$ cat src/rtl/ps2_pkg.sv
// Shared types for the PS/2 receive path: FSM states and the received frame payload.
package ps2_pkg;

  localparam int unsigned PS2_DATA_BITS = 8;

  typedef enum logic [1:0] {
    IDLE,
    DATA,
    PARITY,
    STOP
  } ps2_state_e;

  typedef struct packed {
    logic [PS2_DATA_BITS-1:0] data;
    logic                     parity;
  } ps2_frame_t;

  // PS/2 uses odd parity over the data byte plus the parity bit.
  function automatic logic parity_ok(input ps2_frame_t f);
    return ^{f.data, f.parity};
  endfunction

endpackage

$ cat src/rtl/sync_fifo.sv
// Single-clock first-word-fall-through FIFO; DEPTH must be a power of two >= 2.
module sync_fifo #(
  parameter int unsigned WIDTH = 8,
  parameter int unsigned DEPTH = 8
) (
  input  logic                       clk,
  input  logic                       rstn,
  input  logic                       wr_en,
  input  logic [WIDTH-1:0]           wr_data,
  input  logic                       rd_en,
  output logic [WIDTH-1:0]           rd_data_c,
  output logic                       full,
  output logic                       empty,
  output logic [$clog2(DEPTH):0]     count
);

  localparam int unsigned AW = $clog2(DEPTH);
  localparam int unsigned CW = AW + 1;

  logic [WIDTH-1:0] mem [DEPTH];
  logic [AW-1:0]    wr_ptr;
  logic [AW-1:0]    rd_ptr;
  logic             wr_ok_c;
  logic             rd_ok_c;
  logic [CW-1:0]    count_nxt_c;

  // A full FIFO still accepts a write when a read frees a slot in the same cycle.
  always_comb begin
    wr_ok_c     = wr_en && (!full || rd_en);
    rd_ok_c     = rd_en && !empty;
    count_nxt_c = count + CW'(wr_ok_c) - CW'(rd_ok_c);
  end

  always_ff @(posedge clk or negedge rstn) begin
    if (!rstn) begin
      wr_ptr <= '0;
      rd_ptr <= '0;
      count  <= '0;
      full   <= 1'b0;
      empty  <= 1'b1;
    end else begin
      if (wr_ok_c) wr_ptr <= wr_ptr + AW'(1);
      if (rd_ok_c) rd_ptr <= rd_ptr + AW'(1);
      count <= count_nxt_c;
      full  <= (count_nxt_c == CW'(DEPTH));
      empty <= (count_nxt_c == '0);
    end
  end

  always_ff @(posedge clk) begin
    if (wr_ok_c) mem[wr_ptr] <= wr_data;
  end

  // Head is forced to zero while empty so stale entries never leak out.
  assign rd_data_c = empty ? '0 : mem[rd_ptr];

endmodule

$ cat src/rtl/ps2_rx_fifo.sv
// PS/2 keyboard receiver: pin synchronisation, clock deglitch, frame decode,
// stall timeout and a scancode FIFO with a valid/ready pop interface.
module ps2_rx_fifo
  import ps2_pkg::*;
#(
  parameter int unsigned CLK_FREQ_HZ = 50_000_000,
  parameter int unsigned TIMEOUT_US  = 2000,
  parameter int unsigned FILTER_LEN  = 4,
  parameter int unsigned FIFO_DEPTH  = 8
) (
  input  logic                          clk,
  input  logic                          rstn,
  input  logic                          ps2_clk,
  input  logic                          ps2_data,
  output logic [PS2_DATA_BITS-1:0]      o_data,
  output logic                          o_valid,
  input  logic                          i_ready,
  output logic [$clog2(FIFO_DEPTH):0]   o_count,
  output logic                          o_parity_err,
  output logic                          o_frame_err,
  output logic                          o_overflow,
  input  logic                          i_clr_err
);

  localparam int unsigned TIMEOUT_CYCLES = CLK_FREQ_HZ / 1_000_000 * TIMEOUT_US;
  localparam int unsigned TMO_W          = $clog2(TIMEOUT_CYCLES + 1);
  localparam int unsigned BIT_W          = $clog2(PS2_DATA_BITS);

  logic [1:0]            clk_sync;
  logic [1:0]            dat_sync;
  logic [FILTER_LEN-1:0] hist;
  logic [FILTER_LEN-1:0] hist_nxt_c;
  logic                  filt;
  logic                  filt_d;
  logic                  fall_stb;
  logic                  dat_s;

  ps2_state_e            state, state_nxt;
  logic [BIT_W-1:0]      bit_cnt, bit_cnt_nxt;
  ps2_frame_t            frame, frame_nxt;
  logic [TMO_W-1:0]      tmo_cnt, tmo_cnt_nxt;
  logic                  tmo_hit_c;
  logic                  push_c;
  logic                  perr_nxt;
  logic                  ferr_nxt;

  logic                  fifo_full;
  logic                  fifo_empty;
  logic                  ovf_set_c;

  assign dat_s      = dat_sync[1];
  assign hist_nxt_c = {hist[FILTER_LEN-2:0], clk_sync[1]};

  // Synchronise both pins; the clock then needs FILTER_LEN equal samples to change level.
  always_ff @(posedge clk or negedge rstn) begin
    if (!rstn) begin
      clk_sync <= '1;
      dat_sync <= '1;
      hist     <= '1;
      filt     <= 1'b1;
      filt_d   <= 1'b1;
      fall_stb <= 1'b0;
    end else begin
      clk_sync <= {clk_sync[0], ps2_clk};
      dat_sync <= {dat_sync[0], ps2_data};
      hist     <= hist_nxt_c;
      if (&hist_nxt_c)       filt <= 1'b1;
      else if (~|hist_nxt_c) filt <= 1'b0;
      filt_d   <= filt;
      fall_stb <= filt_d & ~filt;
    end
  end

  always_ff @(posedge clk or negedge rstn) begin
    if (!rstn) begin
      state        <= IDLE;
      bit_cnt      <= '0;
      frame        <= '0;
      tmo_cnt      <= '0;
      o_parity_err <= 1'b0;
      o_frame_err  <= 1'b0;
    end else begin
      state        <= state_nxt;
      bit_cnt      <= bit_cnt_nxt;
      frame        <= frame_nxt;
      tmo_cnt      <= tmo_cnt_nxt;
      o_parity_err <= perr_nxt;
      o_frame_err  <= ferr_nxt;
    end
  end

  // Frame decode; a stall inside a frame takes priority over any coincident edge.
  always_comb begin
    state_nxt   = state;
    bit_cnt_nxt = bit_cnt;
    frame_nxt   = frame;
    tmo_cnt_nxt = tmo_cnt;
    push_c      = 1'b0;
    perr_nxt    = 1'b0;
    ferr_nxt    = 1'b0;
    tmo_hit_c   = (state != IDLE) && (tmo_cnt == TMO_W'(TIMEOUT_CYCLES));

    if (state == IDLE || fall_stb) tmo_cnt_nxt = '0;
    else if (!tmo_hit_c)           tmo_cnt_nxt = tmo_cnt + TMO_W'(1);

    if (tmo_hit_c) begin
      state_nxt = IDLE;
      frame_nxt = '0;
      ferr_nxt  = 1'b1;
    end else if (fall_stb) begin
      unique case (state)
        IDLE: begin
          if (!dat_s) begin
            state_nxt   = DATA;
            bit_cnt_nxt = '0;
          end
        end
        DATA: begin
          frame_nxt.data[bit_cnt] = dat_s;
          bit_cnt_nxt             = bit_cnt + BIT_W'(1);
          if (bit_cnt == BIT_W'(PS2_DATA_BITS - 1)) state_nxt = PARITY;
        end
        PARITY: begin
          frame_nxt.parity = dat_s;
          state_nxt        = STOP;
        end
        STOP: begin
          state_nxt = IDLE;
          perr_nxt  = !parity_ok(frame);
          ferr_nxt  = !dat_s;
          push_c    = dat_s && parity_ok(frame);
        end
      endcase
    end
  end

  sync_fifo #(
    .WIDTH (PS2_DATA_BITS),
    .DEPTH (FIFO_DEPTH)
  ) u_fifo (
    .clk       (clk),
    .rstn      (rstn),
    .wr_en     (push_c),
    .wr_data   (frame.data),
    .rd_en     (i_ready),
    .rd_data_c (o_data),
    .full      (fifo_full),
    .empty     (fifo_empty),
    .count     (o_count)
  );

  assign o_valid   = ~fifo_empty;
  assign ovf_set_c = push_c && fifo_full && !(i_ready && o_valid);

  // Sticky overflow; a new drop wins over a clear in the same cycle.
  always_ff @(posedge clk or negedge rstn) begin
    if (!rstn)          o_overflow <= 1'b0;
    else if (ovf_set_c) o_overflow <= 1'b1;
    else if (i_clr_err) o_overflow <= 1'b0;
  end

endmodule

$ cat config.mk
export PLATFORM = sky130hd
export DESIGN_NAME = ps2_rx_fifo
export DESIGN_NICKNAME = d
export VERILOG_FILES = /design/src/rtl/ps2_pkg.sv /design/src/rtl/sync_fifo.sv /design/src/rtl/ps2_rx_fifo.sv
export SDC_FILE = /design/constraint.sdc
export NUM_CORES = 1
export LEC_CHECK = 0
export CAP_MARGIN = 20
export CELL_PAD_IN_SITES_DETAIL_PLACEMENT = 2
export CELL_PAD_IN_SITES_GLOBAL_PLACEMENT = 2
export CORE_MARGIN = 3
export CORE_UTILIZATION = 40
export DETAILED_ROUTE_END_ITERATION = 7
export PLACE_DENSITY = 0.87
export SYNTH_ARGS = -nofsm -noshare
export SYNTH_HDL_FRONTEND = slang
export SYNTH_HIERARCHICAL = 1
export SYNTH_SLANG_ARGS = --single-unit
$ cat constraint.sdc
create_clock -name clk -period 3.2 [get_ports clk]
set_input_delay 0.64 -clock clk [delete_from_list [all_inputs] [get_ports clk]]
set_output_delay 0.64 -clock clk [all_outputs]
set_load 0.01 [all_outputs]
# Yosys cells after proc, flatten, opt, wreduce, memory -nomap -nowiden
# Memory sizes are Yosys's and may differ from the RTL's.
# Cells that the tools add are included.
# totals
register_bits,56
latchBits,0
ramBits,64
mem_bits_ro,0
inputBits,6
output_inout_bits,16
elab_cells,105
n_memories,1
# classes
addsub,6
multipliers,0
div,0
order_cmp,2
eq_ne,11
shifts,0
mux,32
bitwise_logic,4
reduce_logical,30
# mem_list
name,words,width,read_ports,rd_ports_with_merged_regs,wr,line_no,rtl
u_fifo.mem,8,8,1,0,1,sync_fifo.sv:20,logic [WIDTH-1:0] mem [DEPTH];
# op_table
operator,n
17-bit two-way mux,2
9-bit two-way mux,2
"17-bit by 1-bit adder with 17-bit output, second input constant",1
"17-bit == test, second input constant",1
1-bit two-way mux,17
8-bit two-way mux,2
2-bit nonzero test,6
"3-bit by 1-bit adder with 3-bit output, second input constant",3
9-bit XOR reduction,1
8-bit bitwise mux,1
1-bit logical AND,8
2-bit two-way mux,4
2-bit case mux with 4 select lines,1
4-bit AND reduction,2
"3-bit != test, second input constant",2
3-bit case mux with 2 select lines,1
1-bit logical NOT,5
4-bit by 1-bit adder with 4-bit output,1
"2-bit == test, second input constant",2
"4-bit == test, second input constant",1
4-bit logical NOT,1
"3-bit by 4-bit < comparator with 1-bit output, second input constant",1
"2-bit != test, second input constant",2
2-bit AND reduction,2
other kinds (13),16

# Longest topological paths before layout
# depth
depth_word,9
depth_mapped,14
mapped_depth_nobuf,14

# Modules after synthesis
# Netlist, hierarchy kept.
# by_module_without_submodules
module,n_inst,cells_each,area_per_inst_um2,seq_area_each_um2
sync_fifo,1,158,3100.5,2223.4
ps2_rx_fifo,1,201,2164.6,1112.3

# Worst setup path before layout
# OpenSTA, ideal clock, no wires.
# synth_timing
path_kind,register to register
startpoint,reg frame[2] (netlist bit)
endpoint,reg u_fifo.full
setup_time_ns,0.067
arrival_ns,3.341
t_required_ns,3.133
path_slack_ns,-0.208
path_stages_with_launch,13
path_buffers,0
period_less_slack_ns,3.408
cell_sequence,dfrtp_1 -> xor2_1 -> xnor3_1 -> xnor2_1 -> nor4b_1 -> o21ai_2 -> ha_1 -> inv_1 -> ha_1 -> fa_1 -> xor2_1 -> or3_1 -> and3b_1
# synth_between
elab_chain_cells,9
# synth_rtl
element,line_no,rtl
"start, declared",ps2_rx_fifo.sv:40,"ps2_frame_t frame, frame_nxt;"
"start signal, assigned",ps2_rx_fifo.sv:85,frame <= frame_nxt;
9-bit XOR reduction,ps2_pkg.sv:20,"return ^{f.data, f.parity};"
1-bit logical AND,ps2_rx_fifo.sv:131,push_c = dat_s && parity_ok(frame);
1-bit two-way mux,ps2_rx_fifo.sv:111,unique case (state)
1-bit two-way mux,ps2_rx_fifo.sv:110,end else if (fall_stb) begin
1-bit two-way mux,ps2_rx_fifo.sv:106,if (tmo_hit_c) begin
net push_c,ps2_rx_fifo.sv:43,logic push_c;
1-bit logical AND,sync_fifo.sv:29,wr_ok_c = wr_en && (!full || rd_en);
4-bit by 1-bit adder with 4-bit output,sync_fifo.sv:31,count_nxt_c = count + CW'(wr_ok_c) - CW'(rd_ok_c);
4-bit by 1-bit subtractor with 4-bit output,sync_fifo.sv:31,
net u_fifo.count_nxt_c[2],sync_fifo.sv:25,logic [CW-1:0] count_nxt_c;
4-bit == test,sync_fifo.sv:45,full <= (count_nxt_c == CW'(DEPTH));
"end signal, assigned",sync_fifo.sv:45,
"end, declared",sync_fifo.sv:12,"output logic full,"
# The timed path passes the listed nets, and every way through them passes these cells.
# A chain may end at the register's enable or synchronous reset.

# Final worst setup path
# layout_timing
startpoint,reg frame[5] (netlist bit)
endpoint,reg u_fifo.full
# Same word-level chain as after synthesis.

==> metrics <==
Fin. Hold Viols 0; met1 Track Usage GR 24.55%; GRT Residual Overflow 0; failing checks negative setup slack; Reg2Reg Depth 12; hold crit path type in2async; first-pass GRT wire length 23.62 mm; PwrDens 863.7 mW/mm^2; Ant. Diodes 0; crit path kind reg2reg; Initial Util 41.38%; Core Util, Final 51.92%; fraction of layout cells with a size suffix above 1 25.17%; grt peak-use layer met2; fin crit share 105.1%; unique cell type count in the Yosys netlist 57; Rows 41; fin. max-slew vios 0; most frequent cells in the layout 64 x edfxtp_1, 46 x dfrtp_1, 39 x buf_4; Mapped Area 0.005265 mm^2; Clock Path Buffers 2; Leakage 2.622 nW; r2r endpoint u_fifo/full; latest clock arrival within the worst-skew pair 0.42 ns; r2r setup slk -0.16 ns; clock-pin slew of the registers on the worst-case setup and hold paths 0.06 ns; GR met3 Demand/Resource 4.537%; critical-path maximum fanout 2; area leader, netlist edfxtp_1; worst vdd ir 0.4148 mV; Placer Congestion 0.7734; average wire per standard cell 24.55 um; 1st-iter DRT viols 207; die height 120.7 um; DR vias/cell 5.439; flip-flop and latch count after synthesis 120; Fmax 0.2972 GHz; Final ANT Viol Nets 0; Die X-Extent 120.7 um; number of enable flip-flop cells after synthesis 64; crit path DAT 3.72 ns; commonest non-fill, non-tap cell in the layout edfxtp_1; I/O pin count 22; top post-synthesis cells by area edfxtp_1 37%, dfrtp_1 22%, dfstp_2 5.0%; GRT Total Usage 22.20%; vias in the first global route 3887; Detailed Routing Iterations Pass 1 4; unrepaired setup endpoints after global routing true; maximum number of pins on one net before global-route repair 27; Cells after Synth 359; Power, Total 5.705 mW; initial antenna violation count 0; status finished with violations; Core Region 0.01272 mm^2; number of clock sinks 120; Yosys top cell area share 36.50%; port bufs 21; Max-slew headroom 56.08%; grt met2 use 40.48%; Area Growth Syn to Fin 25.45%; total CTS buffers 17; sequential cell area fraction in the yosys report 63.36%; fillers 1189; clock skew 0.01050 ns; Avg Inst Size Synth 14.67 um^2; CTS tree done; RR Startpoint frame[5]; Setup Viol. Count Final 2; Ys Warns 6; max_cap viols 0; synthesized net count 380; Post-Route WL 15.05 mm; Critical Path RT 3.56 ns; ys async rst share 46.67%; Synth Flop Type edfxtp_1; Root Driver clkbuf_16; setup ws final -0.1644 ns; HPWL after detailed placement 9.301 mm; pin slew with the least headroom to its limit 0.6587 ns; crit path time final 3.364 ns; Die ar. 0.01458 mm^2; total number of vias 3334; H-tree levels 4; nets@finish 449; critical path startpoint category register; # hold bufs at CTS 0; drt drc 0; crit path capture type register
[worst max path at each step]
stage,startpoint,to,slack (ns)
floorplan,frame[2],u_fifo/full,-0.05
global route,frame[5],u_fifo/full,-0.32
CTS,frame[7],u_fifo/full,-0.30
detailed placement,frame[2],u_fifo/full,-0.25
finish,frame[5],u_fifo/full,-0.16
global placement,frame[2],u_fifo/full,0.02
[layer usage]
layer	share of wire, %	vias up
li1	-	1478
met1	38	1748
met2	55	69
met3	2.6	39
met4	4.0	0
met5	0	-
[critical path, stage by stage (launching register included)]
cell     delay, ns
dfrtp_1       0.40
xor2_1        0.17
xnor3_1       0.45
xnor2_2       0.19
nor4b_4       0.30
o21ai_2       0.11
ha_1          0.31
inv_2         0.05
ha_4          0.16
fa_2          0.37
xor2_2        0.18
or3_4         0.39
and3b_1       0.23
[registers in the layout, summed over array words and instances, names as in the netlist]
name	flops
clk_sync	2
u_fifo/empty	1
o_parity_err	1
hist	3
frame	9
u_fifo/wr_ptr	3
tmo_cnt	17
state	2
fall_stb	1
u_fifo/rd_ptr	3
u_fifo/mem	64
o_frame_err	1
bit_cnt	3
dat_sync	2
o_overflow	1
filt_d	1
filt	1
u_fifo/count	4
u_fifo/full	1
[power by group]
part / total [mW] / switching, mW / internal, mW / leakage (nW)
logic: 1.70 / 0.841 / 0.859 / 1.05
clock network: 1.99 / 0.697 / 1.29 / 0.310
registers: 2.02 / 0.210 / 1.81 / 1.27
[cell families after synthesis]
family,count (synthesis),synth area share (%)
and+or+nand+nor,103,11.26
xor gates and xnor gates,23,4.087
AOI/OAI and AO/OA,43,4.872
adders and majority gates,15,3.707
buffers and inverters,24,2.448
muxes,31,10.27
DFF,120,63.36
[final cells by class]
cell class	instances	area, um^2	share of cell area, %
Clock buffer	24	556.8	8.430
Clock inverter	8	73.82	1.118
Inverter	13	48.80	0.7388
Multi-Input combinational cell	215	1866	28.24
Sequential cell	120	3336	50.50
Tap cell	172	215.2	3.258
Timing Repair Buffer	61	509.2	7.710
[metrics by stage]
step	hold slack (ns)	std cells	setup slack (ns)	area [um^2]	TNS, ns
3_3_place_gp	0.3473	571	0.02146	5837	0
4_1_cts	0.2385	610	-0.2958	6570	-0.5684
2_1_floorplan	0.3444	359	-0.05060	5271	-0.05060
6_report	0.2240	613	-0.1644	6605	-0.2502
5_1_grt	0.2614	613	-0.3231	6605	-0.6862
3_5_place_dp	0.3489	571	-0.2483	5837	-0.4268
[repair_timing]
action                     4_1_cts  5_1_grt
setup buffers                    7        3
resized for setup               11        2
setup endpoints to repair        3        4
pin swaps                        8        7
[cell usage after synthesis, types with 2 or more instances]
cell,number
nor2_1,32
buf_2,3
dfstp_2,10
nand2_1,16
and4bb_1,4
nor2b_1,2
xnor2_1,11
inv_1,13
buf_6,2
or3_1,8
a21oi_1,15
ha_1,14
nand4_1,6
xor2_1,11
and3_1,2
nor3_1,7
nand3_1,6
mux4_1,7
o21ai_1,6
a22o_1,2
mux2_2,3
nand2b_1,5
edfxtp_1,64
o21ai_0,8
dfrtp_1,46
clkbuf_1,4
nand3b_1,2
o211ai_1,2
mux4_2,9
mux2i_1,12
Power figures use the tool's default switching activity.
